<file path="src/rtl/cv_video_timing_pkg.sv">
// ----------------------------------------------------------------------------
// cv_timing_pkg
// Shared constants and helpers for the raster timing generator.
//   - CNT_W / MAX_TOTAL : width of the h/v position counters and their limit
//   - DEF_*             : 640x480@60 default raster geometry
//   - axis_total / axis_sync_start / axis_sync_end : derive the line/frame
//     length and the [start, end) sync window from the four region sizes
// ----------------------------------------------------------------------------
package cv_timing_pkg;

    localparam int CNT_W     = 10;
    localparam int MAX_TOTAL = 1 << CNT_W;

    localparam int DEF_H_ACTIVE = 640;
    localparam int DEF_H_FP     = 16;
    localparam int DEF_H_SYNC   = 96;
    localparam int DEF_H_BP     = 48;
    localparam int DEF_V_ACTIVE = 480;
    localparam int DEF_V_FP     = 10;
    localparam int DEF_V_SYNC   = 2;
    localparam int DEF_V_BP     = 33;

    // Regions are laid out as active, front porch, sync, back porch.
    function automatic int axis_total(int active, int fp, int sync, int bp);
        return active + fp + sync + bp;
    endfunction

    function automatic int axis_sync_start(int active, int fp);
        return active + fp;
    endfunction

    // Exclusive upper bound of the sync window.
    function automatic int axis_sync_end(int active, int fp, int sync);
        return active + fp + sync;
    endfunction

endpackage

</file>
<file path="src/rtl/cv_video_timing_if.sv">
// ----------------------------------------------------------------------------
// cv_video_timing_if
// Raster timing bundle between the timing generator (master) and the
// HDMI encoder / line-buffer fill logic (slave).
//   h_en, h_sync, h_active, h_count : horizontal enable, sync, active, position
//   v_sync, v_active, v_count       : vertical sync, active, position
//   line_req, line_num              : one-line-ahead prefetch request
//   frame_cnt, frame_start          : present only with CV_VIDEO_TIMING_FRAME_CNT_EN
// ----------------------------------------------------------------------------
interface cv_video_timing_if;

    logic                           h_en;
    logic                           h_sync;
    logic                           h_active;
    logic [cv_timing_pkg::CNT_W-1:0] h_count;
    logic                           v_sync;
    logic                           v_active;
    logic [cv_timing_pkg::CNT_W-1:0] v_count;
    logic                           line_req;
    logic [cv_timing_pkg::CNT_W-1:0] line_num;
`ifdef CV_VIDEO_TIMING_FRAME_CNT_EN
    logic [7:0]                     frame_cnt;
    logic                           frame_start;
`endif

    modport master (
        output h_en, h_sync, h_active, h_count,
        output v_sync, v_active, v_count,
        output line_req, line_num
`ifdef CV_VIDEO_TIMING_FRAME_CNT_EN
        , output frame_cnt, frame_start
`endif
    );

    modport slave (
        input h_en, h_sync, h_active, h_count,
        input v_sync, v_active, v_count,
        input line_req, line_num
`ifdef CV_VIDEO_TIMING_FRAME_CNT_EN
        , input frame_cnt, frame_start
`endif
    );

endinterface

</file>
<file path="src/rtl/cv_video_timing_axis.sv">
// ----------------------------------------------------------------------------
// cv_timing_axis
// One raster axis: position counter plus registered active/sync decode.
// Used once for the horizontal axis and once for the vertical axis.
//   clk, reset  : clock, synchronous active-high reset
//   i_advance   : step the position by one (wraps TOTAL-1 -> 0)
//   o_count     : current position, 0 = first active pixel/line
//   o_active    : 1 while o_count < ACTIVE
//   o_sync      : SYNC_POL while SYNC_START <= o_count < SYNC_END
//   o_wrap      : position is TOTAL-1, so the next advance wraps to 0
// ----------------------------------------------------------------------------
module cv_timing_axis
    import cv_timing_pkg::*;
#(
    parameter int TOTAL      = 800,
    parameter int ACTIVE     = 640,
    parameter int SYNC_START = 656,
    parameter int SYNC_END   = 752,
    parameter bit SYNC_POL   = 1'b0
) (
    input  logic             clk,
    input  logic             reset,
    input  logic             i_advance,
    output logic [CNT_W-1:0] o_count,
    output logic             o_active,
    output logic             o_sync,
    output logic             o_wrap
);

    logic [CNT_W-1:0] r_count;
    logic             r_active;
    logic             r_sync;
    logic [CNT_W-1:0] w_next;
    logic             w_wrap;

    // NOTE: every signal written in always_comb gets a value on every path
    // (here the default comes first) so no latch is inferred.
    always_comb begin
        w_next = r_count + 1'b1;
        if (w_wrap) begin
            w_next = '0;
        end
    end

    assign w_wrap = (r_count == CNT_W'(TOTAL - 1));

    // Active and sync are decoded from the value the counter is about to
    // take, so they change on the same edge as the count itself.
    // NOTE: sequential state uses non-blocking assignments so all registers
    // sample their inputs from before the edge.
    always_ff @(posedge clk) begin
        if (reset) begin
            r_count  <= CNT_W'(TOTAL - 1);
            r_active <= 1'b0;
            r_sync   <= ~SYNC_POL;
        end else if (i_advance) begin
            r_count  <= w_next;
            r_active <= (int'(w_next) < ACTIVE);
            r_sync   <= ((int'(w_next) >= SYNC_START) && (int'(w_next) < SYNC_END))
                        ? SYNC_POL : ~SYNC_POL;
        end
    end

    assign o_count  = r_count;
    assign o_active = r_active;
    assign o_sync   = r_sync;
    assign o_wrap   = w_wrap;

endmodule

</file>
<file path="src/rtl/cv_video_timing.sv">
// ----------------------------------------------------------------------------
// cv_video_timing
// Raster timing generator for the HDMI output path.
//   clk, reset : clock, synchronous active-high reset
//   vid        : cv_video_timing_if.master
//                h_en / h_sync / h_active / h_count
//                v_sync / v_active / v_count
//                line_req / line_num (prefetch one line ahead of display)
//                frame_cnt / frame_start when CV_VIDEO_TIMING_FRAME_CNT_EN
//                is defined
// Optional feature macro: CV_VIDEO_TIMING_FRAME_CNT_EN
// ----------------------------------------------------------------------------
module cv_video_timing
    import cv_timing_pkg::*;
#(
    parameter int CLK_DIV    = 1,
    parameter int H_ACTIVE   = DEF_H_ACTIVE,
    parameter int H_FP       = DEF_H_FP,
    parameter int H_SYNC     = DEF_H_SYNC,
    parameter int H_BP       = DEF_H_BP,
    parameter int V_ACTIVE   = DEF_V_ACTIVE,
    parameter int V_FP       = DEF_V_FP,
    parameter int V_SYNC     = DEF_V_SYNC,
    parameter int V_BP       = DEF_V_BP,
    parameter bit H_SYNC_POL = 1'b0,
    parameter bit V_SYNC_POL = 1'b0
) (
    input  logic                clk,
    input  logic                reset,
    cv_video_timing_if.master   vid
);

    localparam int H_TOTAL = axis_total(H_ACTIVE, H_FP, H_SYNC, H_BP);
    localparam int V_TOTAL = axis_total(V_ACTIVE, V_FP, V_SYNC, V_BP);
    localparam int DIV_W   = (CLK_DIV > 1) ? $clog2(CLK_DIV) : 1;

    if (H_TOTAL > MAX_TOTAL) begin : g_h_total_err
        $error("cv_video_timing: H_TOTAL exceeds 1024");
    end
    if (V_TOTAL > MAX_TOTAL) begin : g_v_total_err
        $error("cv_video_timing: V_TOTAL exceeds 1024");
    end
    if (CLK_DIV < 1) begin : g_div_err
        $error("cv_video_timing: CLK_DIV must be at least 1");
    end

    logic [DIV_W-1:0] r_div_cnt;
    logic             r_h_en;
    logic             r_line_req;
    logic [CNT_W-1:0] r_line_num;

    logic             w_tick;
    logic             w_v_advance;
    logic [CNT_W-1:0] w_h_count;
    logic [CNT_W-1:0] w_v_count;
    logic             w_h_active;
    logic             w_v_active;
    logic             w_h_sync;
    logic             w_v_sync;
    logic             w_h_wrap;
    logic             w_v_wrap;
    logic             w_line_evt;
    logic [CNT_W-1:0] w_next_line;

    // Pixel divider: w_tick is the clock on which every counter moves and
    // h_en is raised alongside the new counter values.
    assign w_tick = (r_div_cnt == DIV_W'(CLK_DIV - 1));

    always_ff @(posedge clk) begin
        if (reset) begin
            r_div_cnt <= '0;
            r_h_en    <= 1'b0;
        end else begin
            r_div_cnt <= w_tick ? '0 : r_div_cnt + 1'b1;
            r_h_en    <= w_tick;
        end
    end

    assign w_v_advance = w_tick & w_h_wrap;

    cv_timing_axis #(
        .TOTAL      (H_TOTAL),
        .ACTIVE     (H_ACTIVE),
        .SYNC_START (axis_sync_start(H_ACTIVE, H_FP)),
        .SYNC_END   (axis_sync_end(H_ACTIVE, H_FP, H_SYNC)),
        .SYNC_POL   (H_SYNC_POL)
    ) u_h_axis (
        .clk       (clk),
        .reset     (reset),
        .i_advance (w_tick),
        .o_count   (w_h_count),
        .o_active  (w_h_active),
        .o_sync    (w_h_sync),
        .o_wrap    (w_h_wrap)
    );

    cv_timing_axis #(
        .TOTAL      (V_TOTAL),
        .ACTIVE     (V_ACTIVE),
        .SYNC_START (axis_sync_start(V_ACTIVE, V_FP)),
        .SYNC_END   (axis_sync_end(V_ACTIVE, V_FP, V_SYNC)),
        .SYNC_POL   (V_SYNC_POL)
    ) u_v_axis (
        .clk       (clk),
        .reset     (reset),
        .i_advance (w_v_advance),
        .o_count   (w_v_count),
        .o_active  (w_v_active),
        .o_sync    (w_v_sync),
        .o_wrap    (w_v_wrap)
    );

    // Prefetch: when the last active pixel of a line is left behind, ask
    // the fill logic for the line that will be displayed next. Lines that
    // fall in the vertical blanking interval are never requested.
    assign w_line_evt  = w_tick && (w_h_count == CNT_W'(H_ACTIVE - 1));
    assign w_next_line = w_v_wrap ? '0 : w_v_count + 1'b1;

    always_ff @(posedge clk) begin
        if (reset) begin
            r_line_req <= 1'b0;
            r_line_num <= '0;
        end else if (w_line_evt && (int'(w_next_line) < V_ACTIVE)) begin
            r_line_req <= 1'b1;
            r_line_num <= w_next_line;
        end else begin
            r_line_req <= 1'b0;
        end
    end

    assign vid.h_en     = r_h_en;
    assign vid.h_sync   = w_h_sync;
    assign vid.h_active = w_h_active;
    assign vid.h_count  = w_h_count;
    assign vid.v_sync   = w_v_sync;
    assign vid.v_active = w_v_active;
    assign vid.v_count  = w_v_count;
    assign vid.line_req = r_line_req;
    assign vid.line_num = r_line_num;

`ifdef CV_VIDEO_TIMING_FRAME_CNT_EN
    logic [7:0] r_frame_cnt;
    logic       r_frame_start;

    // A frame starts on the advance that lands on (0,0).
    always_ff @(posedge clk) begin
        if (reset) begin
            r_frame_cnt   <= '0;
            r_frame_start <= 1'b0;
        end else begin
            r_frame_start <= w_v_advance & w_v_wrap;
            if (w_v_advance & w_v_wrap) begin
                r_frame_cnt <= r_frame_cnt + 1'b1;
            end
        end
    end

    assign vid.frame_cnt   = r_frame_cnt;
    assign vid.frame_start = r_frame_start;
`endif

endmodule

</file>
<file path="src/flat_wrapper.sv">
// flat-port wrapper written by rule: the top's interface ports become plain ports
module cv_video_timing_flat import cv_timing_pkg::*;
#(
    parameter int CLK_DIV    = 1,
    parameter int H_ACTIVE   = DEF_H_ACTIVE,
    parameter int H_FP       = DEF_H_FP,
    parameter int H_SYNC     = DEF_H_SYNC,
    parameter int H_BP       = DEF_H_BP,
    parameter int V_ACTIVE   = DEF_V_ACTIVE,
    parameter int V_FP       = DEF_V_FP,
    parameter int V_SYNC     = DEF_V_SYNC,
    parameter int V_BP       = DEF_V_BP,
    parameter bit H_SYNC_POL = 1'b0,
    parameter bit V_SYNC_POL = 1'b0
)
  (clk, reset, vid_h_en, vid_h_sync, vid_h_active, vid_h_count, vid_v_sync, vid_v_active, vid_v_count, vid_line_req, vid_line_num);
  cv_video_timing_if vid_i ();
  input  logic clk;
  input  logic reset;
  output wire logic [$bits(vid_i.h_en)-1:0] vid_h_en;
  output wire logic [$bits(vid_i.h_sync)-1:0] vid_h_sync;
  output wire logic [$bits(vid_i.h_active)-1:0] vid_h_active;
  output wire logic [$bits(vid_i.h_count)-1:0] vid_h_count;
  output wire logic [$bits(vid_i.v_sync)-1:0] vid_v_sync;
  output wire logic [$bits(vid_i.v_active)-1:0] vid_v_active;
  output wire logic [$bits(vid_i.v_count)-1:0] vid_v_count;
  output wire logic [$bits(vid_i.line_req)-1:0] vid_line_req;
  output wire logic [$bits(vid_i.line_num)-1:0] vid_line_num;
  assign vid_h_en = vid_i.h_en;
  assign vid_h_sync = vid_i.h_sync;
  assign vid_h_active = vid_i.h_active;
  assign vid_h_count = vid_i.h_count;
  assign vid_v_sync = vid_i.v_sync;
  assign vid_v_active = vid_i.v_active;
  assign vid_v_count = vid_i.v_count;
  assign vid_line_req = vid_i.line_req;
  assign vid_line_num = vid_i.line_num;
  cv_video_timing #(.CLK_DIV(CLK_DIV), .H_ACTIVE(H_ACTIVE), .H_FP(H_FP), .H_SYNC(H_SYNC), .H_BP(H_BP), .V_ACTIVE(V_ACTIVE), .V_FP(V_FP), .V_SYNC(V_SYNC), .V_BP(V_BP), .H_SYNC_POL(H_SYNC_POL), .V_SYNC_POL(V_SYNC_POL)) u_core (.clk(clk), .reset(reset), .vid(vid_i));
endmodule
</file>
<file path="config.mk">
export PLATFORM = sky130hd
export DESIGN_NAME = cv_video_timing_flat
export DESIGN_NICKNAME = d
export VERILOG_FILES = /design/src/rtl/cv_video_timing_pkg.sv /design/src/rtl/cv_video_timing_if.sv /design/src/rtl/cv_video_timing_axis.sv /design/src/rtl/cv_video_timing.sv /design/src/flat_wrapper.sv
export SDC_FILE = /design/constraint.sdc
export NUM_CORES = 1
export LEC_CHECK = 0
export ABC_AREA = 1
export CAP_MARGIN = 10
export CORE_MARGIN = 1
export CORE_UTILIZATION = 55
export DETAILED_ROUTE_END_ITERATION = 8
export GPL_TIMING_DRIVEN = 1
export PLACE_DENSITY = 0.82
export SLEW_MARGIN = 0
export SYNTH_ARGS = -nofsm -noshare
export SYNTH_HDL_FRONTEND = slang
export SYNTH_SLANG_ARGS = --single-unit
</file>
<file path="constraint.sdc">
create_clock -name clk -period 4.6 [get_ports clk]
set_clock_uncertainty 0.2 [all_clocks]
set_input_delay 0.46 -clock clk [delete_from_list [all_inputs] [get_ports clk]]
set_output_delay 0.46 -clock clk [all_outputs]
set_load 0.02 [all_outputs]
</file>
# Word-level counts from Yosys, hierarchy flattened

Index checks and enable logic that the tools add are counted.

Add/subtract/negate cells: 3
Magnitude comparators: 6
Equality and inequality tests: 3
Multiplexer cells: 5
Bitwise gates (word level): 2
Reductions and logical operators: 5

Operator list:

| kind                  | count |
|---|---|
| $eq 10x10->1 const B  | 3 |
| $add 10x1->10 const B | 2 |
| $lt 10x10->1 const B  | 2 |
| $lt 10x9->1 const B   | 2 |
| $mux 10               | 2 |
| $ge 10x10->1 const B  | 1 |
| $ge 10x9->1 const B   | 1 |
| $logic_and 1x1->1     | 4 |
| $mux 1                | 3 |
| $reduce_or 2->1       | 1 |
| $add 1x1->1 const B   | 1 |
| $and 1x1->1           | 1 |
| $not 1->1             | 1 |

Bits in registers: 37
Output and inout bits: 36

# Longest topological paths before layout

Depth in word-level cells: 5
Depth in mapped cells: 12
Mapped depth without buffers: 11

# Modules after synthesis

A second synthesis with hierarchy kept.

Cell total of the unflattened synthesis: 336
Area total of the unflattened synthesis: 2263.4 um2

Modules (own cells, without submodules):

| module                           | times used | cells each | area an instance (um2) | sequential area each (um2) |
|---|---|---|---|---|
| cv_video_timing                  | 1          | 120        | 810.8                  | 260.2 |
| cv_timing_axis (u_core.u_v_axis) | 1          | 116        | 769.5                  | 240.2 |
| cv_timing_axis (u_core.u_h_axis) | 1          | 100        | 683.2                  | 240.2 |

# Worst setup path before layout

OpenSTA, ideal clock, no wires.

Path kind: register to register
Start point: register u_core.u_v_axis.r_count[0] (netlist: u_core.u_v_axis.o_count[0])
End point: register u_core.r_line_num[8] (netlist: u_core.vid.line_num[8])
Setup time: 0.114 ns
Arrival time: 1.768 ns
Required time: 4.286 ns
Slack: 2.518 ns
Stages on the path, launching flop included: 12
Cells stage by stage: dfxtp_1 > ha_1 > nand3_2 > o21bai_1 > nand2_1 > nor2_4 > nand3_4 > nand3_4 > buf_6 > nand2_1 > nand2_1 > nor2_2

Longest elaborated chain between the ends: 4
Elaborated cells on any way between the ends: 5

RTL lines:

| element                                              | line                                               | source |
|---|---|---|
| start: declaration                                   | cv_video_timing_axis.sv:30                         | `logic [CNT_W-1:0] r_count;` |
| start signal: assignment                             | cv_video_timing_axis.sv:53                         | `r_count <= CNT_W'(TOTAL - 1);` |
| start signal: assignment                             | cv_video_timing_axis.sv:57                         | `r_count <= w_next;` |
| $add 10x1->10 / $eq 10x10->1 (equally long branches) | cv_video_timing.sv:117, cv_video_timing_axis.sv:45 |  |
| $mux 10 (*)                                          | cv_video_timing.sv:117                             | `assign w_next_line = w_v_wrap ? '0 : w_v_count + 1'b1;` |
| $lt 10x9->1                                          | cv_video_timing.sv:123                             | `end else if (w_line_evt && (int'(w_next_line) < V_ACTIVE)) begin` |
| $logic_and 1x1->1                                    | cv_video_timing.sv:123                             |  |
| end signal: assignment                               | cv_video_timing.sv:125                             | `r_line_num <= w_next_line;` |
| end: declaration                                     | cv_video_timing.sv:50                              | `logic [CNT_W-1:0] r_line_num;` |

Mark *: on every way between the ends. The rest lies on a longest branch, timed or not.
A chain may end at the register's enable or synchronous reset.

# Worst setup path after layout

Same ends and word-level chain as after synthesis.

==> key figures <==
Pwr
  • Flop pwr share: 40.0%
  • Worst vdd rail ir drop: 0.332 mV
  • Pint: 620 uW
  • Power Dens Cells: 412 nW/um^2
  • Total power: 1.01 mW
  • Leak: 1.11 nW
  • Clk pwr share: 23.7%
  • Proportion of power drawn by combinational gates: 36.3%
  • Psw: 388 uW
  • Switching part of the total: 38.5%

Timing
  • Slew Viols, Final: 0
  • Fin worst setup slack: 2380 ps
  • Final Hold Fails: 0
  • Crit share post-route: 48.3%
  • Setup TNS Final: 0 ps
  • Hold WS: 281 ps
  • Max Freq: 450 MHz
  • Slew margin rel.: 66.5%
  • Unrepaired setup endpoints after global routing: false
  • Finish-stage setup viols: 0
  • Worst-Margin Slew: 501 ps
  • Post-route minimum period: 2220 ps

Clock tree
  • Root Buffer: clkbuf_4
  • Max clock buf depth: 2
  • CTS tree: built
  • Worst-Skew Late Latency: 340 ps
  • Num CTS Buffers: 5
  • Post-CTS Resized: 0
  • Clk sinks: 37
  • H-tree depth: 2
  • # Post-CTS Setup Buffers: 0
  • CTS Hold Bufs: 0
  • Reg clk slew, reported paths: 110 ps

Layout
  • Final nets: 329
  • P&R area growth vs syn: 24.9%
  • Antenna diode count: 0
  • Share of layout cells above drive strength 1: 8.67%

Synth
  • Post-synth EDFFs: 0
  • Seq/Total Area, Yosys: 37.8%
  • #FFs+latches synth: 37
  • Top cell type's share of synthesized area: 37.8%
  • Cells after Synth: 282
  • Warnings, synthesis: 0
  • Post-synth cell types: 33
  • Area leader, netlist: dfxtp_1
  • Ranking of synthesized cells by area: dfxtp_1 (38%), nand2_1 (13%), nor2_1 (7.5%), inv_1 (7.3%), nand3_1 (4.6%)
  • Ys async rst share: 0%
  • Post-Syn Area: 1960 sq um
  • Synth Flop Type: dfxtp_1
  • Syn_area_per_cell: 6.94 sq um
  • Syn nets: 289

Setup path
  • Worst-path fanout max: 17
  • Arrival time at the worst endpoint: 2270 ps
  • Required @ worst endpoint: 4650 ps
  • Crit start category: flip-flop
  • CP Capture Type: flip-flop
  • Critical path class: flip-flop to flip-flop

Placed design
  • Placer Congestion: 0.942
  • Pre-CTS setup slack: 2330 ps
  • Detailed Place HPWL: 3320 microns
  • I/O Buffers: 37

Detailed routing
  • Routed len/inst: 11.9 microns
  • Initial DRT Pass Iterations: 4
  • Final WL: 4370 microns
  • Vias per cell: 5.15
  • Antenna Violating Nets Remaining: 0
  • Drt drc: 0
  • Via count: 1900
  • Iter 0 DRT Violations: 111

Global routing
  • Largest net degree at the start of global routing: 20
  • Antenna violations before repair: 0
  • Total grt overflow: 0
  • Vias in the first global route: 1753
  • GRT Overall Usage: 25.9%
  • First-pass GRT wire length: 7270 microns

Floorplan
  • Std-Cell Rows: 21
  • Die area: 3800 sq um
  • Die Y: 61.7 microns
  • Total I/O pin count: 38
  • Die width: 61.7 microns
  • Starting density of the core: 58.2%
  • Core Footprint: 3360 sq um

Worst hold path
  • Hold WC Path Type: flip-flop to flip-flop

Run
  • Max Cap Viol: 0

Run status
  • Run status: finished, final reports clean
cell families (layout without fill, tap and decap cells):
group           count (synthesis)  in the layout  synth area share (%)
simple gates                  148            148                  35.9
other cells                     1              1                 0.192
xor+xnor                        5              5                  2.24
buf+inv                        49             90                  9.90
fa+ha+maj                       5              5                  3.19
flops                          37             37                  37.8
compound gates                 37             37                  10.7
area by class of cell:
cell class | instances | area, sq um
Clock buffer | 7 | 55.1
Clock inverter | 1 | 30.0
Fill cell | 313 | 917
Inverter | 45 | 169
Multi-Input combinational cell | 196 | 1020
Sequential cell | 37 | 741
Tap cell | 46 | 57.6
Timing Repair Buffer | 37 | 370
power groups by stage:
stage / Combinational (mW) / Clock, mW / Sequential (mW)
2_1_floorplan: 0.212 / 0 / 0.439
3_3_place_gp: 0.362 / 0 / 0.410
3_5_place_dp: 0.366 / 0 / 0.410
4_1_cts: 0.368 / 0.241 / 0.403
5_1_grt: 0.405 / 0.249 / 0.410
6_report: 0.366 / 0.239 / 0.403
state kept, by name (all words and copies together) (netlist names):
register                  count
u_core.vid.line_num          10
u_core.r_div_cnt              1
u_core.u_h_axis.o_active      1
u_core.u_h_axis.o_count      10
u_core.u_v_axis.o_sync        1
u_core.u_h_axis.o_sync        1
u_core.u_v_axis.o_count      10
u_core.vid.line_req           1
u_core.u_v_axis.o_active      1
u_core.vid.h_en               1
per-stage QoR:
| step | cells | area, sq um | util [%] |
|---|---|---|---|
| detailed placement | 361 | 2360 | 70.2 |
| CTS | 369 | 2450 | 72.7 |
| finish | 369 | 2450 | 72.7 |
| floorplan | 282 | 1960 | - |
| global route | 369 | 2450 | 72.7 |
| global placement | 361 | 2360 | 70.2 |
path summary, 6_finish.rpt:
check,start,to,slack (ps),cells after the start
setup / recovery,u_core.u_v_axis.o_count[0],u_core.vid.line_num[8],2380,10
hold / removal,u_core.vid.line_num[9],u_core.vid.line_num[9],280,2
setup reg to reg,u_core.u_v_axis.o_count[0],u_core.vid.line_num[8],2380,10
hold reg to reg,u_core.vid.line_num[9],u_core.vid.line_num[9],280,2
cell usage in the layout, fill, tap and decap left out, types with 3 or more instances in the layout:
master           count
a21oi_1             15
clkbuf_4             5
clkdlybuf4s50_1     37
dfxtp_1             37
ha_1                 5
inv_1               38
inv_2                5
nand2_1             66
nand3_1             18
nand4_1              9
nor2_1              39
nor2_2               3
o21ai_0             10
o22ai_1              3
xor2_1               3
cell usage after synthesis (2+ instances only):
| cell type | instances |
|---|---|
| nand4_1 | 9 |
| nand2_2 | 2 |
| xnor2_1 | 2 |
| nor2_2 | 3 |
| ha_1 | 5 |
| nor3_2 | 2 |
| a22oi_1 | 2 |
| buf_2 | 2 |
| xor2_1 | 3 |
| dfxtp_1 | 37 |
| nor2_4 | 2 |
| o21ai_0 | 10 |
| nand3_2 | 2 |
| o211ai_1 | 2 |
| o22ai_1 | 3 |
| a21oi_1 | 15 |
| a211oi_1 | 2 |
| nand2_1 | 66 |
| nand3_4 | 2 |
| clkinv_1 | 2 |
| inv_1 | 38 |
| inv_2 | 5 |
| nor2_1 | 39 |
| nand3_1 | 18 |
critical path, stage by stage, from the launching register on:
cell and delay [ps]:
dfxtp_1 520, ha_1 260, nand3_2 130, o21bai_1 170
nand2_1 170, nor2_4 160, nand3_4 120, nand3_4 210
nand2_1 80, nand2_1 80, nor2_2 40
routing by layer:
metal | vias to the layer above | global-route usage, % | wire length, microns
li1 | 977 | - | -
met1 | 861 | 26.8 | 1780
met2 | 48 | 49.6 | 2260
met3 | 14 | 5.88 | 195
met4 | 0 | 10.8 | 137
met5 | - | 0 | 0
Note: power is estimated with default switching activity, not from simulation.
